[config.mk]
export PLATFORM = sky130hd
export DESIGN_NAME = decode_stage
export DESIGN_NICKNAME = d
export VERILOG_FILES = /design/src/rtl/decode_stage.sv
export SDC_FILE = /design/constraint.sdc
export NUM_CORES = 1
export LEC_CHECK = 0
export BUFFER_PORTS_ARGS = -buffer_cell sky130_fd_sc_hd__buf_4
export CORE_UTILIZATION = 50
export CTS_CLUSTER_DIAMETER = 150
export DETAILED_ROUTE_END_ITERATION = 12
export GPL_TIMING_DRIVEN = 0
export PLACE_DENSITY = 0.87
export SYNTH_ARGS = -nofsm -noshare
export SYNTH_HDL_FRONTEND = slang
export SYNTH_SLANG_ARGS = --single-unit
[constraint.sdc]
create_clock -name clk -period 4.29 [get_ports clk]
set_clock_uncertainty 0.1 [all_clocks]
set_input_delay 0.858 -clock clk [delete_from_list [all_inputs] [get_ports clk]]
set_output_delay 0.858 -clock clk [all_outputs]
set_load 0.02 [all_outputs]
[src/rtl/decode_stage.sv]
// Multi-lane decode stage: decodes a fetch group, marks branch shadows, tracks
// in-flight branches and buffers decoded groups in a two-entry output queue.

package uopc;
    typedef enum logic [3:0] {
        UOP_NOP, UOP_ADD, UOP_SUB, UOP_ALU, UOP_ADDI, UOP_ALUI, UOP_LUI,
        UOP_AUIPC, UOP_LD, UOP_ST, UOP_BR, UOP_JAL, UOP_JALR
    } micro_opcode_t;
endpackage

package iqt;
    typedef enum logic [1:0] {IQT_NONE, IQT_INT, IQT_MEM} queue_type_t;
endpackage

package exut;
    typedef enum logic [1:0] {EXU_NONE, EXU_ALU, EXU_BRU, EXU_LSU} exe_unit_type_t;
endpackage

package immt;
    typedef enum logic [2:0] {IMM_NONE, IMM_I, IMM_S, IMM_B, IMM_U, IMM_J} imm_type_t;
endpackage

package decode_pkg;
    typedef struct packed {
        uopc::micro_opcode_t  uopcode;
        iqt::queue_type_t     iq_type;
        exut::exe_unit_type_t exu_type;
        immt::imm_type_t      imm_type;
        logic has_rd, has_rs1, has_rs2, is_br, is_jal, is_jalr;
        logic [19:0] packed_imm;
    } dec_t;
endpackage

// Single-instruction RV32I decoder; unknown opcodes decode to an all-zero NOP.
module decode_unit (
    input  logic [31:0]       instr,
    output decode_pkg::dec_t  dec
);
    import uopc::*; import iqt::*; import exut::*; import immt::*;

    always_comb begin
        // NOTE: full default first so no path through the case leaves a field unassigned (no latches).
        dec = '0;
        case (instr[6:0])
            7'b0110011: begin
                dec.uopcode = (instr[14:12] != 3'b000) ? UOP_ALU : (instr[30] ? UOP_SUB : UOP_ADD);
                {dec.iq_type, dec.exu_type} = {IQT_INT, EXU_ALU};
                {dec.has_rd, dec.has_rs1, dec.has_rs2} = 3'b111;
            end
            7'b0010011: begin
                dec.uopcode = (instr[14:12] == 3'b000) ? UOP_ADDI : UOP_ALUI;
                {dec.iq_type, dec.exu_type, dec.imm_type} = {IQT_INT, EXU_ALU, IMM_I};
                {dec.has_rd, dec.has_rs1} = 2'b11;
            end
            7'b0110111, 7'b0010111: begin
                dec.uopcode = instr[5] ? UOP_LUI : UOP_AUIPC;
                {dec.iq_type, dec.exu_type, dec.imm_type} = {IQT_INT, EXU_ALU, IMM_U};
                dec.has_rd = 1'b1;
            end
            7'b0000011: begin
                dec.uopcode = UOP_LD;
                {dec.iq_type, dec.exu_type, dec.imm_type} = {IQT_MEM, EXU_LSU, IMM_I};
                {dec.has_rd, dec.has_rs1} = 2'b11;
            end
            7'b0100011: begin
                dec.uopcode = UOP_ST;
                {dec.iq_type, dec.exu_type, dec.imm_type} = {IQT_MEM, EXU_LSU, IMM_S};
                {dec.has_rs1, dec.has_rs2} = 2'b11;
            end
            7'b1100011: begin
                dec.uopcode = UOP_BR;
                {dec.iq_type, dec.exu_type, dec.imm_type} = {IQT_INT, EXU_BRU, IMM_B};
                {dec.has_rs1, dec.has_rs2, dec.is_br} = 3'b111;
            end
            7'b1101111: begin
                dec.uopcode = UOP_JAL;
                {dec.iq_type, dec.exu_type, dec.imm_type} = {IQT_INT, EXU_BRU, IMM_J};
                {dec.has_rd, dec.is_jal} = 2'b11;
            end
            7'b1100111: begin
                dec.uopcode = UOP_JALR;
                {dec.iq_type, dec.exu_type, dec.imm_type} = {IQT_INT, EXU_BRU, IMM_I};
                {dec.has_rd, dec.has_rs1, dec.is_jalr} = 3'b111;
            end
            default: ;
        endcase
        // 12-bit immediates sit in the top bits; U/J keep their full 20-bit field
        case (dec.imm_type)
            IMM_I:        dec.packed_imm = {instr[31:20], 8'h00};
            IMM_S, IMM_B: dec.packed_imm = {instr[31:25], instr[11:7], 8'h00};
            IMM_U, IMM_J: dec.packed_imm = instr[31:12];
            default:      dec.packed_imm = '0;
        endcase
    end
endmodule

module decode_stage #(
    parameter int  LANES  = 2,
    parameter int  MAX_BR = 4,
    localparam int BW     = $clog2(MAX_BR + 1)
) (
    input  logic                    clk,
    input  logic                    rst,
    input  logic                    in_valid,
    output logic                    in_ready,
    input  logic [LANES-1:0]        in_lane_valid,
    input  logic [32*LANES-1:0]     in_instr,
    input  logic [31:0]             in_pc,
    input  logic                    in_under_shadow,
    input  logic                    br_resolve,
    input  logic                    flush,
    output logic                    out_valid,
    input  logic                    out_ready,
    output logic [LANES-1:0]        out_lane_valid,
    output logic [32*LANES-1:0]     out_pc,
    output uopc::micro_opcode_t     out_uopcode [LANES],
    output iqt::queue_type_t        out_iq_type [LANES],
    output exut::exe_unit_type_t    out_exu_type [LANES],
    output immt::imm_type_t         out_imm_type [LANES],
    output logic                    out_has_rd [LANES],
    output logic                    out_has_rs1 [LANES],
    output logic                    out_has_rs2 [LANES],
    output logic                    out_is_br [LANES],
    output logic                    out_is_jal [LANES],
    output logic                    out_is_jalr [LANES],
    output logic                    out_shadowed [LANES],
    output logic [19:0]             out_packed_imm [LANES],
    output logic [BW-1:0]           br_inflight
);
    localparam int GW = $clog2(LANES + 1);
    localparam int PW = BW + GW + 1;

    decode_pkg::dec_t    lane_dec [LANES];
    decode_pkg::dec_t    new_dec [LANES];
    logic [LANES-1:0]    new_sh;
    logic [32*LANES-1:0] new_pc;
    logic [GW-1:0]       grp_br;
    logic                prior_br, resolve_eff, accept, pop;
    logic [PW-1:0]       br_settled, br_proj;
    logic [1:0]          count;

    // Head entry drives the outputs directly, so they hold once the queue drains.
    logic [LANES-1:0]    head_lv, tail_lv, head_sh, tail_sh;
    logic [32*LANES-1:0] head_pc, tail_pc;
    decode_pkg::dec_t    head_dec [LANES];
    decode_pkg::dec_t    tail_dec [LANES];

    for (genvar i = 0; i < LANES; i++) begin : g_lane
        decode_unit u_dec (.instr(in_instr[32*i +: 32]), .dec(lane_dec[i]));
    end

    always_comb begin
        prior_br = 1'b0;
        grp_br   = '0;
        new_sh   = '0;
        new_pc   = '0;
        for (int i = 0; i < LANES; i++) begin
            new_dec[i]          = in_lane_valid[i] ? lane_dec[i] : '0;
            new_pc[32*i +: 32]  = in_pc + 32'(4 * i);
            new_sh[i]           = in_lane_valid[i] && (in_under_shadow || (br_inflight != '0) || prior_br);
            if (in_lane_valid[i] && (lane_dec[i].is_br || lane_dec[i].is_jalr)) begin
                prior_br = 1'b1;
                grp_br   = grp_br + GW'(1);
            end
        end
    end

    assign resolve_eff = br_resolve && (br_inflight != '0);
    assign br_settled  = PW'(br_inflight) - PW'(resolve_eff);
    assign br_proj     = br_settled + PW'(grp_br);
    assign in_ready    = !rst && !flush && (count < 2'd2) && (br_proj <= PW'(MAX_BR));
    assign out_valid   = (count != 2'd0);
    assign accept      = in_valid && in_ready;
    assign pop         = out_valid && out_ready;

    always_ff @(posedge clk) begin
        if (rst) begin
            count       <= '0;
            br_inflight <= '0;
            head_lv     <= '0;
            tail_lv     <= '0;
            head_sh     <= '0;
            tail_sh     <= '0;
            head_pc     <= '0;
            tail_pc     <= '0;
            // NOTE: queue storage is cleared on reset only because the outputs read straight from it and must be 0 in reset.
            for (int i = 0; i < LANES; i++) begin
                head_dec[i] <= '0;
                tail_dec[i] <= '0;
            end
        end else if (flush) begin
            count       <= '0;
            br_inflight <= '0;
        end else begin
            count       <= count + {1'b0, accept} - {1'b0, pop};
            br_inflight <= BW'(accept ? br_proj : br_settled);
            if (pop && count == 2'd2) begin
                head_lv  <= tail_lv;
                head_sh  <= tail_sh;
                head_pc  <= tail_pc;
                head_dec <= tail_dec;
            end
            if (accept && (count == 2'd0 || pop)) begin
                head_lv  <= in_lane_valid;
                head_sh  <= new_sh;
                head_pc  <= new_pc;
                head_dec <= new_dec;
            end else if (accept) begin
                tail_lv  <= in_lane_valid;
                tail_sh  <= new_sh;
                tail_pc  <= new_pc;
                tail_dec <= new_dec;
            end
        end
    end

    assign out_lane_valid = head_lv;
    assign out_pc         = head_pc;

    always_comb begin
        for (int i = 0; i < LANES; i++) begin
            out_uopcode[i]    = head_dec[i].uopcode;
            out_iq_type[i]    = head_dec[i].iq_type;
            out_exu_type[i]   = head_dec[i].exu_type;
            out_imm_type[i]   = head_dec[i].imm_type;
            out_has_rd[i]     = head_dec[i].has_rd;
            out_has_rs1[i]    = head_dec[i].has_rs1;
            out_has_rs2[i]    = head_dec[i].has_rs2;
            out_is_br[i]      = head_dec[i].is_br;
            out_is_jal[i]     = head_dec[i].is_jal;
            out_is_jalr[i]    = head_dec[i].is_jalr;
            out_packed_imm[i] = head_dec[i].packed_imm;
            out_shadowed[i]   = head_sh[i];
        end
    end
endmodule

# Yosys cells after proc, flatten, opt, wreduce, memory -nomap -nowiden

Index checks and enable logic that the tools add are counted.

Register bits: 289
Output and inout port bits: 147
Input bits: 105

Magnitude comparators: 2
Equality and inequality tests: 29
Bitwise gates (word level): 2
Muxes and demuxes: 40
Reductions and logical operators: 44
Add/subtract/negate cells: 6

Operators with widths:

| kind                                                                   | count |
|---|---|
| 74-bit 2-to-1 mux                                                      | 2 |
| 64-bit 2-to-1 mux                                                      | 2 |
| 8-bit case mux with 8 select lines                                     | 2 |
| 20-bit case mux with 3 select lines                                    | 2 |
| 37-bit 2-to-1 mux                                                      | 2 |
| 7-bit by 6-bit == test with 1-bit output (second input constant)       | 6 |
| 7-bit == test (second input constant)                                  | 6 |
| 32-bit by 3-bit adder with 32-bit output (second input constant)       | 1 |
| 3-bit case mux with 5 select lines                                     | 2 |
| 7-bit by 5-bit == test with 1-bit output (second input constant)       | 4 |
| 1-bit 2-to-1 mux                                                       | 18 |
| 7-bit by 2-bit == test with 1-bit output (second input constant)       | 2 |
| 2-bit 2-to-1 mux                                                       | 7 |
| 2-bit OR reduction                                                     | 7 |
| 7-bit OR reduction                                                     | 2 |
| 3-bit by 2-bit == test with 1-bit output (second input constant)       | 4 |
| 3-bit == test (second input constant)                                  | 4 |
| 1-bit logical AND                                                      | 12 |
| 3-bit OR reduction                                                     | 4 |
| 6-bit OR reduction                                                     | 2 |
| 3-bit nonzero test                                                     | 3 |
| 4-bit 2-to-1 mux                                                       | 2 |
| 3-bit by 1-bit == test with 1-bit output (second input constant)       | 2 |
| 6-bit by 3-bit <= comparator with 1-bit output (second input constant) | 1 |
| other kinds (16)                                                       | 24 |

# Longest topological paths before layout

Depth in word-level cells: 14
Depth in mapped cells: 17
Mapped depth without buffers: 15

# Cells and area by module

Synthesis repeated with hierarchy kept, for this count alone.

Cell total of the unflattened synthesis: 1729
Area total of the unflattened synthesis: 13317.8 µm²

By module, submodules not included:

| module       | instances | area an instance (µm²) | cells each | seq. area each (µm²) |
|---|---|---|---|---|
| decode_stage | 1         | 12109.1                | 1531       | 5705.5 |
| decode_unit  | 2         | 604.3                  | 99         | 0.0 |

# Worst setup path before layout

No wires, ideal clock.

Path kind: input -> output
From: input in_instr[4]
To: output in_ready
Stages: 12
Data arrival time: 3.496 ns
Path slack: -0.164 ns
Cell sequence: clkbuf_1 -> nand3b_1 -> nor2_1 -> ha_1 -> ha_1 -> inv_1 -> fa_1 -> nand2b_1 -> mux2i_1 -> nor3_1 -> clkbuf_1 -> nor3b_1

Longest elaborated chain between the ends: 10
Elaborated cells between the ends (all ways): 12

Ends and longest elaborated chain:

| element                                          | RTL line | text |
|---|---|---|
| from (decl)                                      | 107      | `input logic [32*LANES-1:0] in_instr,` |
| 7-bit == test                                    | 44       | `case (instr[6:0])` |
| 1-bit 2-to-1 mux                                 | 44       |  |
| 1-bit logical OR *                               | 161      | `if (in_lane_valid[i] && (lane_dec[i].is_br \|\| lane_dec[i].is_jalr)) begin` |
| 1-bit logical AND *                              | 161      |  |
| 1-bit 2-to-1 mux *                               | 161      |  |
| 1-bit by 1-bit adder with 2-bit output           | 163      | `grp_br = grp_br + GW'(1);` |
| 2-bit 2-to-1 mux *                               | 161      |  |
| 4-bit by 3-bit adder with 5-bit output *         | 170      | `assign br_proj = br_settled + PW'(grp_br);` |
| 6-bit by 3-bit <= comparator with 1-bit output * | 171      | `assign in_ready = !rst && !flush && (count < 2'd2) && (br_proj <= PW'(MAX_BR));` |
| 1-bit logical AND *                              | 171      |  |
| to (decl)                                        | 105      | `output logic in_ready,` |

Every way passes the cells marked *; elsewhere a longest branch is shown, timed or not.

# Worst setup path after layout

From: input in_instr[35]
To: output in_ready

Longest elaborated chain between the ends: 8
Elaborated cells between the ends (all ways): 10

Ends and longest elaborated chain:

| element                                          | RTL line |
|---|---|
| 7-bit == test                                    | 44 |
| 1-bit 2-to-1 mux                                 | 44 |
| 1-bit logical OR *                               | 161 |
| 1-bit logical AND *                              | 161 |
| 2-bit 2-to-1 mux *                               | 161 |
| 4-bit by 3-bit adder with 5-bit output *         | 170 |
| 6-bit by 3-bit <= comparator with 1-bit output * | 171 |
| 1-bit logical AND *                              | 171 |

Marked as above.

==> impl_metrics.csv <==
group,metric,value,unit
outcome,outcome,"finished clean",
worst_setup_path,critical_path.startpoint,"in_instr[35]",
synthesis,synth-main-ff-cell,"dfxtp_1",
sta,worst_pin_slew,875.8,ps
synthesis,synth-simple-area-share,20.27,%
placed_design,dp_hpwl,29840,µm
sta,hold_viol_final,0,
power_and_ir_drop,power.leakage,5.887,nW
placed_design,placed_cell_area,14910,µm²
floorplan,initial_core_util,51.46,%
placed_design,gp_congestion,0.9285,
placed_design,io_buffers,244,
floorplan,dieWidth,161.1,µm
synthesis,async_reset_ff_share,0,%
worst_setup_path,rr_worst_depth,15,
clock_network,clk_latency,540,ps
global_routing,overflow,0,
worst_setup_path,required,3330,ps
synthesis,synthCells,1490,
clock_network,clock-root-buffer,"clkbuf_16",
floorplan,coreArea,24600,µm²
sta,setup_viol,0,
sta,fmaxAchievable,237.3,MHz
synthesis,synth-xor-area-share,2.283,%
clock_network,h-tree-depth,1,
synthesis,syn_area,12660,µm²
placed_design,place_ws,-1171,ps
finish,num-nets-final,1887,
finish,syn_to_final_growth,26.35,%
sta,whs,346.2,ps
power_and_ir_drop,pwr_density_cell,353.7,nW/µm²
flow_run,cap_violations,0,
finish,antenna_cells,0,
worst_hold_path,hold_class,"flop to flop",
clock_network,cts_hold_buf,0,
synthesis,yosys.area.top_type,"dfxtp_1",
routing,wl_per_cell,19.25,µm
synthesis,syn_nets,1608,
synthesis,synth_compound_area_share,19.99,%
clock_network,cts_tree,"done",
synthesis,synth_enable_flop_cells,0,
global_routing,track_usage,30.28,%
power_and_ir_drop,peakVddDrop,0.0003203,V
finish,layout_commonest_cell,"dfxtp_1",
finish,stdcell_area,16000,µm²
worst_setup_path,endpoint,"in_ready",
worst_setup_path,setup.worst_path.class,"primary input to primary output",
synthesis,yosys.area_share.adder,1.344,%
floorplan,rows,57,
floorplan,fp.dieH,161.1,µm
synthesis,synth_cell_types,55,
sta,post-route-period-util,98.24,%
routing,routed_wl,40700,µm
worst_setup_path,arrival,3260,ps
worst_setup_path,critPathCaptureType,"primary output",
sta,slew_headroom,41.55,%
floorplan,io_pins,252,
sta,rsz0062_at_grt,"no",
synthesis,synth-seq-cells,281,
clock_network,path_clk_slew,50,ps
worst_setup_path,ff2ff_setup_slack,250,ps
worst_setup_path,worstReg2RegStart,"br_inflight[2]",
sta,setup_ws,75.39,ps
routing,dr.pass1.iters,6,
worst_setup_path,start_kind,"primary input",
global_routing,first_global_vias,11980,
finish,layout_common_cells,"dfxtp_1 (279), buf_4 (264), nand2_1 (222), a21oi_1 (170), nor2_1 (103)",
synthesis,synthMuxAreaShare,6.640,%
synthesis,yosys_warnings,0,
finish,postLayoutCoreUtil,65.02,%
synthesis,synth.top_cell.area_share,44.43,%
synthesis,yosys-top-cells-area,"dfxtp_1 (44%), o2bb2ai_1 (7.1%), a21oi_1 (6.7%)",
synthesis,syn_area_per_cell,8.498,µm²
global_routing,grt_max_degree,15,
synthesis,synth_top_family_by_area,"simple AND/OR/NAND/NOR gates",
routing,drc,0,
finish,drive_above_1_share,21.23,%
clock_network,cts.sinks,281,
worst_setup_path,critPathMaxFanout,5,
clock_network,cts_inserted_buffers,29,
sta,slew_violations,0,
floorplan,die_area,25960,µm²
worst_setup_path,regToRegEndpoint,"out_lane_valid[1]",
routing,vias,12590,
routing,drtIter0Drc,1198,
worst_hold_path,whs_path_depth,2,
global_routing,antenna_found_initial,0,
routing,antenna_left,0,
global_routing,grt_pass1_wl,63030,µm
routing,vias_per_cell,5.954,
synthesis,yosysSeqAreaShare,44.43,%
clock_network,clockBufferDepth,3,
sta,period_minus_slack,4215,ps
==> what timing repair did <==
item | in CTS | in global routing
gates resized for setup | 17 | 18
buffers inserted | 1 | 9
endpoints found under the setup margin | 205 | 34
pin swaps | 2 | 8
==> critical path: stages <==
cell and delay, ps:
buf_4 130, and3b_2 270, nand2_4 70, nor2_4 190, ha_4 160, ha_2 170
inv_1 60, fa_2 560, inv_1 50, o22ai_2 200, nor3_4 80, buf_8 140
nor3b_2 150, buf_4 160
==> layer usage <==
| metal | up-vias | global-route usage, % | share of wire (%) |
|---|---|---|---|
| met5 | - | 0 | 0 |
| met4 | 0 | 13.81 | 4.2 |
| met3 | 113 | 4.931 | 9.2 |
| met2 | 705 | 50.20 | 46 |
| met1 | 5944 | 38.62 | 40 |
| li1 | 5824 | - | - |
==> area by class of cell <==
type	count	area, µm²
clock buffers	39	823.3
flip-flops and latches	281	5630
clock inverters	13	105.1
multi-input cells	1058	6489
inverters	22	86.33
plain buffers	123	553.0
fillers	1987	8606
repair buffers	254	1907
well taps	324	405.4
==> cell usage after synthesis, drive strengths merged, types with 14 or more instances <==
cell	count
nand3	61
o21ai	26
nor2	107
a21oi	170
a211oi	16
xnor2	26
nand2	224
nor3	46
clkbuf	88
mux2i	84
and2	15
buf	41
nor4	14
dfxtp	281
and3	16
inv	22
a22oi	14
o2bb2ai	102
==> metrics by stage <==
stage                     TNS [ps]  std cells  power (W)
after floorplan                  0       1490   0.002986
after global placement     -173260       2058   0.003220
after detailed placement   -197610       2058   0.003228
after CTS                   -75.69       2105   0.005649
after global routing             0       2114   0.005813
final                            0       2114   0.005659
==> logic make-up (layout without fill, tap and decap cells) <==
logic type | count (synthesis) | count (layout)
and+or+nand+nor | 552 | 552
AOI/OAI and AO/OA | 376 | 376
DFF | 281 | 281
buffers and inverters | 151 | 451
muxes | 84 | 84
xor gates and xnor gates | 33 | 33
adders and majority gates | 13 | 13
==> report_power, final <==
group | switching (W) | internal [W]
clock | 0.00106 | 0.00141
combinational | 0.000330 | 0.000200
sequential | 0.0000242 | 0.00264
total | 0.00141 | 0.00424
==> flip-flops by register name (all words and copies together) (netlist names), 3 cells and up <==
name / flops
br_inflight: 3
out_imm_type: 6
out_iq_type: 4
out_packed_imm: 40
out_pc: 62
out_uopcode: 8
tail_dec: 72
tail_pc: 62
==> worst min path at each step <==
| stage | slack [ps] | from | to |
|---|---|---|---|
| after global placement | 330 | tail_dec[14] | tail_dec[14] |
| after detailed placement | 340 | tail_dec[17] | tail_dec[17] |
| after CTS | 350 | tail_dec[17] | tail_dec[17] |
| final | 350 | tail_dec[17] | tail_dec[17] |
| after global routing | 370 | tail_dec[17] | tail_dec[17] |
| after floorplan | 330 | tail_dec[13] | tail_dec[13] |
No activity file was read; power rests on OpenSTA's default activity.
